<file path="config.mk">
export PLATFORM = sky130hd
export DESIGN_NAME = rom_fetch_sequencer
export DESIGN_NICKNAME = d
export VERILOG_FILES = /design/src/rtl/rom_fetch_sequencer.sv
export SDC_FILE = /design/constraint.sdc
export NUM_CORES = 1
export LEC_CHECK = 0
export CAP_MARGIN = 20
export CELL_PAD_IN_SITES_DETAIL_PLACEMENT = 1
export CELL_PAD_IN_SITES_GLOBAL_PLACEMENT = 1
export CORE_ASPECT_RATIO = 0.9
export CORE_MARGIN = 1
export CORE_UTILIZATION = 42
export DETAILED_ROUTE_END_ITERATION = 10
export HOLD_SLACK_MARGIN = 0.06
export PLACE_DENSITY = 0.85
export REMOVE_ABC_BUFFERS = 1
export SLEW_MARGIN = 0
export SYNTH_ARGS = -nofsm -noshare
export SYNTH_HDL_FRONTEND = slang
export SYNTH_SLANG_ARGS = --single-unit
</file>
<file path="constraint.sdc">
create_clock -name clk -period 2.7 [get_ports clk]
set_input_delay 0.405 -clock clk [delete_from_list [all_inputs] [get_ports clk]]
set_output_delay 0.405 -clock clk [all_outputs]
set_load 0.05 [all_outputs]
</file>
<file path="src/rtl/rom_fetch_sequencer.sv">
// rom_fetch_sequencer
// Streams a burst of words out of the registered-read operand ROM onto a
// valid/ready interface. A 2-entry skid FIFO plus an in-flight read credit
// hides the ROM's one-cycle latency. Downstream stalls never overflow the FIFO.

module rom_fetch_sequencer #(
  parameter int DATA_W = 32,
  parameter int ADDR_W = 3,
  parameter int DEPTH  = 8
) (
  input  logic              clk,
  input  logic              rst_n,
  input  logic              start,
  input  logic [ADDR_W-1:0] start_addr,
  input  logic [ADDR_W:0]   num_words,
  input  logic              abort,
  output logic              busy,
  output logic              done,
  output logic [ADDR_W-1:0] rom_addr,
  input  logic [DATA_W-1:0] rom_data,
  output logic [DATA_W-1:0] out_data,
  output logic [ADDR_W:0]   out_idx,
  output logic              out_last,
  output logic              out_valid,
  input  logic              out_ready
);

  localparam logic [ADDR_W:0] LEN_MAX = DEPTH[ADDR_W:0];
  localparam logic [ADDR_W:0] LEN_ONE = {{ADDR_W{1'b0}}, 1'b1};

  typedef enum logic [1:0] {
    IDLE  = 2'd0,
    FETCH = 2'd1,
    DRAIN = 2'd2,
    DONE  = 2'd3
  } state_t;

  // One skid-FIFO slot: the word plus its burst position and end marker.
  typedef struct packed {
    logic [DATA_W-1:0] data;
    logic [ADDR_W:0]   idx;
    logic              last;
  } entry_t;

  state_t            state_q, state_d;
  logic [ADDR_W-1:0] rom_addr_q;
  logic [ADDR_W:0]   len_q;
  logic [ADDR_W:0]   len_sel;
  logic [ADDR_W:0]   issued_q;
  logic [ADDR_W:0]   wr_idx_q;
  logic              rd_pending_q;
  entry_t            fifo_q [2];
  logic              head_q;
  logic [1:0]        count_q;
  logic [1:0]        count_next;

  logic              accept;
  logic              flush;
  logic              pop;
  logic              push;
  logic              issue;
  logic [2:0]        occupancy;

  assign accept = (state_q == IDLE) && start && !abort;
  assign flush  = (state_q != IDLE) && abort;
  assign pop    = out_valid && out_ready;
  // A returning read lands in the FIFO unless the burst is being cancelled.
  assign push   = rd_pending_q && !flush;

  // Slots already committed after this edge's pop; a new read needs one free.
  assign occupancy  = 3'(count_q) + 3'(rd_pending_q) - 3'(pop);
  assign issue      = (state_q == FETCH) && !abort && (occupancy < 3'd2) &&
                      (issued_q < len_q);
  assign count_next = count_q + 2'(push) - 2'(pop);

  // Burst length: 0 selects a full ROM sweep, oversize requests saturate.
  always_comb begin
    // NOTE: default first so every path assigns len_sel and no latch is inferred.
    len_sel = num_words;
    if ((num_words == '0) || (num_words > LEN_MAX)) len_sel = LEN_MAX;
  end

  // Next-state logic for the burst sequencer.
  always_comb begin
    state_d = state_q;
    case (state_q)
      IDLE:    if (accept) state_d = FETCH;
      FETCH:   if (issue && ((issued_q + LEN_ONE) == len_q)) state_d = DRAIN;
      DRAIN:   if (!rd_pending_q && (count_next == 2'd0)) state_d = DONE;
      DONE:    state_d = IDLE;
      default: state_d = IDLE;
    endcase
    if (flush) state_d = IDLE;
  end

  // State register, ROM address, burst counters and the in-flight read flag.
  always_ff @(posedge clk or negedge rst_n) begin
    if (!rst_n) begin
      state_q      <= IDLE;
      rom_addr_q   <= '0;
      len_q        <= '0;
      issued_q     <= '0;
      wr_idx_q     <= '0;
      rd_pending_q <= 1'b0;
    end else begin
      // NOTE: non-blocking assignments so every register samples pre-edge values.
      state_q      <= state_d;
      rd_pending_q <= issue;
      if (accept) begin
        rom_addr_q <= start_addr;
        len_q      <= len_sel;
        issued_q   <= '0;
        wr_idx_q   <= '0;
      end else begin
        // Address wraps naturally because DEPTH is a power of two.
        if (issue) begin
          rom_addr_q <= rom_addr_q + 1'b1;
          issued_q   <= issued_q + LEN_ONE;
        end
        if (push) wr_idx_q <= wr_idx_q + LEN_ONE;
      end
    end
  end

  // Two-entry skid FIFO: write behind the head, pop advances the head.
  always_ff @(posedge clk or negedge rst_n) begin
    if (!rst_n) begin
      // NOTE: storage is reset too, since the head slot drives out_data directly.
      for (int i = 0; i < 2; i++) fifo_q[i] <= '0;
      head_q  <= 1'b0;
      count_q <= 2'd0;
    end else if (flush) begin
      head_q  <= 1'b0;
      count_q <= 2'd0;
    end else begin
      // The credit rule keeps count below 2 whenever a write arrives.
      if (push) begin
        fifo_q[head_q ^ count_q[0]] <= '{data: rom_data,
                                         idx:  wr_idx_q,
                                         last: (wr_idx_q == (len_q - LEN_ONE))};
      end
      if (pop) head_q <= ~head_q;
      count_q <= count_next;
    end
  end

  assign rom_addr  = rom_addr_q;
  assign out_valid = (count_q != 2'd0);
  assign out_data  = fifo_q[head_q].data;
  assign out_idx   = fifo_q[head_q].idx;
  assign out_last  = fifo_q[head_q].last;
  assign busy      = (state_q == FETCH) || (state_q == DRAIN);
  assign done      = (state_q == DONE);

endmodule

</file>
After elaboration in Yosys (flattened, before gate mapping)
Index checks and enable logic that the tools add are counted.

$add $sub $neg: 8. $lt $le $gt $ge: 6. Equality and inequality tests: 8. Mux-type cells: 21. Bitwise logic cells: 5. Reductions and logical operators: 26.

Operator list (number): $mux 37 (4); $bwmux 74 (1); $demux 37 s1 (1); $mux 4 (5); $logic_and 1x1->1 (11); $mux 2 (5); $reduce_bool 2->1 (5); $add 4x1->4 const B (2); $eq 4x4->1 (2); $pmux 2 s4 (1); $mux 3 (2); $ne 3x3->1 const B (2); $eq 2x2->1 const B (2); $ge 2x2->1 const B (2); $gt 4x4->1 const B (1); $logic_not 2->1 (2); $logic_not 4->1 (1); $lt 4x4->1 (1); $not 1->2 (2); $sub 4x1->4 const B (1); $add 2x1->3 (1); $add 3x1->3 const B (1); $logic_not 1->1 (3); $lt 3x2->1 const B (1); 12 further kinds (15).

Register bits after elaboration: 95. Bits of input ports: 44. Output and inout port bits: 43. Word-level logic and storage cells: 88.

Logic depth before layout (Yosys ltp)
Depth after elaboration: 11. Mapped depth: 11. Mapped depth without buffers: 10.

Least setup slack after synthesis
Ideal clock, no wire load.

Kind: register -> register. Start: reg state_q[0]. End: reg state_q[1]. Library setup time: 126 ps. Data arrival time: 2229 ps. Required time: 2574 ps. Path slack: 345 ps. Cell stages (with the launch flop): 12. Buffers on the path: 1. Clock period less this slack: 2355 ps. Path through: dfrtp_1 inv_1 ha_1 nand2b_4 and2_1 buf_2 xnor2_1 ha_1 and3_2 o41ai_1 o211ai_2 mux2i_1.

Cells in the longest elaborated chain, start to end: 10. Elaborated cells on any way between the ends: 24. Those cells by class: add/sub: 2; eq/ne: 6; mux: 2; reduce/logical: 14.

RTL lines: start, declared (RTL line 45) `state_t state_q, state_d;`; start signal, assigned (RTL line 107) `state_q <= state_d;`; $reduce_bool 2->1 (RTL line 65) `assign flush = (state_q != IDLE) && abort;`; $logic_and 1x1->1 (RTL line 65); $logic_not 1->1 (RTL line 68) `assign push = rd_pending_q && !flush;`; $logic_and 1x1->1 (RTL line 68); $add 2x1->2 (RTL line 74) `assign count_next = count_q + 2'(push) - 2'(pop);`; $sub 2x1->2 (RTL line 74); $logic_not 2->1 (RTL line 89) `DRAIN: if (!rd_pending_q && (count_next == 2'd0)) state_d = DONE;`; $logic_and 1x1->1 (RTL line 89); $ne 3x3->1 (no source line); $reduce_and 3->1 (no source line).

Several ways; a longest one is shown, not always the timed one. A chain may end at the register's enable or synchronous reset.

Worst setup path in the final report
Ends and elaborated chain as after synthesis.

==> run metrics <==
Avg Inst Size Synth=roughly 13 µm²; achievable clock frequency=0.408 GHz; Top Layer Used=met4; worst path cell trace=inv_1, ha_2, nand2b_4, and2_1, xnor2_1, ha_1, and3_2, o41ai_1, o211ai_2, mux2i_1; 1st-iter DRT viols=83; Final TNS setup=0 ns; fin crit share=about nine tenths; crit path from=state_q[0]$_DFFE_PN0P_; worst endpoint data arrival time=2.70 ns; Worst slew margin=between 50% and 60%; WP depth=10; FF-to-FF End=state_q[1]$_DFFE_PN0P_; die width=112 µm; I/O pin cnt=87; Vias/cell=5.21; CP endpoint=state_q[1]$_DFFE_PN0P_; CTS max path bufs=2; number of global-route vias before repair=3387; Post-CTS Hold Buffers=0; Routed WL=10400 µm; CP peak stage delay=0.40 ns; R2R setup slack=about 0.25 ns; Port Buffer Count=86; worst r2r src=state_q[0]$_DFFE_PN0P_; CP Class=flop to flop; Post-DP HPWL=between 7000 and 8000 µm; WP buf/inv=1; minimum clock period=2.45 ns; Max FO, Critical Path=6; P_leak=2.68 nW; met1 wire length=4530 µm; commonest non-fill, non-tap cells in the layout=dfrtp_1, clkdlybuf4s50_1, mux2_2; kind of end point of the critical path=flop; RSZ-0062 raised after global routing=false; final worst slack=around 0.25 ns; root buffer cell=clkbuf_16; Net count, final=494; Power Total=7.82 mW; yosys warns=0; fin area=around 6000 µm²; reg2reg path depth=10; dpl ws=-0.138 ns; skew final=0.00833 ns; via count=between 2k and 3k; Hold Vio Cnt, Final=0; flops & latches, synth=95; Area Overhead vs Synth=29.9%; Reg clk slew, reported paths=0.07 ns; P per Cell Area=1310 nW/µm²; WL/cell=18.3 µm; Antenna Nets Post-Route=0; Worst-Margin Slew=0.681 ns; gr ovfl total=0; EDFF count, synth=0; first-pass GRT wire length=17200 µm; Total Routing Usage GR=19.9%; CTS buffer count=9; maximum number of pins on one net before global-route repair=53; Final Non-Filler Cells=roughly 570; critical path required time=roughly 3.0 ns; number of max-cap violations=0; ant diodes=0; met3 WL post-DR=426 µm; Std-Cell Rows=35; Setup Fix Bufs, Post-CTS=0; Hold Crit Class=input pin to async pin; maximum VDD drop=0.600 mV; register area share after synthesis=51.6%; WHS=about 0.099 ns; Top delay family on crit path=compound AO/OA/AOI/OAI gates; met2 WL post-DR=between 5000 and 6000 µm; Post-DP Area=5690 µm²; latest clock arrival within the worst-skew pair=0.34 ns; crit path max-delay cell type=dfrtp_1; critical path launch point type=flop; Finished Core Util=57.2%; Die Area=11400 µm²; initial antenna violation count=0; final max-slew violation count=0; Post-Syn Instances=342; CTS H-Tree Depth=3; share of cells above drive strength 1=28.6%; Die Y=101 µm; DRC=0; Initial Util=44.0%; DP Cell Count=554; Post-Syn Area=4610 µm²; endpoints failing setup=0; Most used DFF post-synth=dfrtp_1; Distinct cells, synth=43; Fillers=1046; RePlAce Congestion=0.831; outcome=completed; total core area=10500 µm²; asr flop ratio synth=100%; most common cell after layout, fill and taps aside=dfrtp_1; drt pass-1 iters=4; clock sink count=95; CTS tree=done
## cells by family (layout without fill, tap and decap cells)
kind of cell	Yosys count	after routing	synth area share (%)
xor gates and xnor gates	23	23	4.70
DFF	95	95	51.6
adders and majority gates	14	14	3.96
AOI/OAI and AO/OA	21	21	2.82
and+or+nand+nor	54	54	7.30
buffers and inverters	22	120	2.06
muxes	113	113	27.6
## sequential cells by signal, summed over array words and instances (netlist names)
name,cells
fifo_q,74
issued_q,4
rom_addr,3
state_q,2
wr_idx_q,4
len_q,4
head_q,1
rd_pending_q,1
count_q,2
## synthesized netlist by cell type, types with 2 or more instances
cell | number | area (µm²)
dfrtp_1 | 95 | 2380
mux2_2 | 79 | 890
mux2_1 | 32 | 360
xnor2_1 | 16 | 140
ha_1 | 13 | 163
nor2_1 | 11 | 41.3
nand2_1 | 10 | 37.5
inv_1 | 8 | 30.0
o21ai_0 | 8 | 40.0
buf_2 | 7 | 35.0
a21oi_1 | 6 | 30.0
xor2_1 | 6 | 52.6
nand3b_1 | 5 | 37.5
nor3_1 | 4 | 20.0
buf_1 | 3 | 11.3
clkbuf_1 | 3 | 11.3
nand2b_1 | 3 | 18.8
nor3b_1 | 3 | 22.5
o21ai_1 | 3 | 15.0
and2_1 | 2 | 12.5
mux2i_1 | 2 | 20.0
nor2b_1 | 2 | 12.5
## per-layer routing
layer	vias to the layer above	global-route usage [%]
li1	1380	-
met1	1509	24.3
met2	67	36.1
met3	9	4.91
met4	0	4.10
met5	-	0
## where the power goes
| group | leakage [nW] | total, mW | switching, mW | internal [mW] |
|---|---|---|---|---|
| clock network | 0.138 | 1.26 | 0.540 | 0.717 |
| registers | 1.22 | 2.39 | 0.382 | 2.01 |
| logic | 1.33 | 4.17 | 2.40 | 1.78 |
## area by class of cell
class / count / area [µm²] / share of cell area [%]
clock buffer: 9 / 225 / 3.76
clock inverter: 6 / 67.6 / 1.13
inverter: 8 / 30.0 / 0.502
multi-input combinational: 225 / 2150 / 35.8
sequential: 95 / 2380 / 39.7
tap: 129 / 161 / 2.70
timing repair buffer: 97 / 978 / 16.3
## repair_timing
action / in CTS / in global routing
endpoints found under the setup margin: 0 / 1
endpoints found under the hold margin: 0 / 0
resized for setup: 0 / 1
## worst min path at each step
stage / start / to / slack (ns) / depth (start not counted)
floorplan: rst_n / count_q[0]$_DFF_PN0_ / 0.11 / 0
CTS: rst_n / fifo_q[10]$_DFFE_PN0P_ / 0.12 / 1
global route: rst_n / fifo_q[70]$_DFFE_PN0P_ / 0.15 / 1
finish: rst_n / fifo_q[45]$_DFFE_PN0P_ / 0.1 / 1
detailed placement: fifo_q[6]$_DFFE_PN0P_ / fifo_q[6]$_DFFE_PN0P_ / 0.48 / 1
global placement: fifo_q[10]$_DFFE_PN0P_ / fifo_q[10]$_DFFE_PN0P_ / 0.47 / 1
Note: power is estimated with default switching activity, not from simulation.
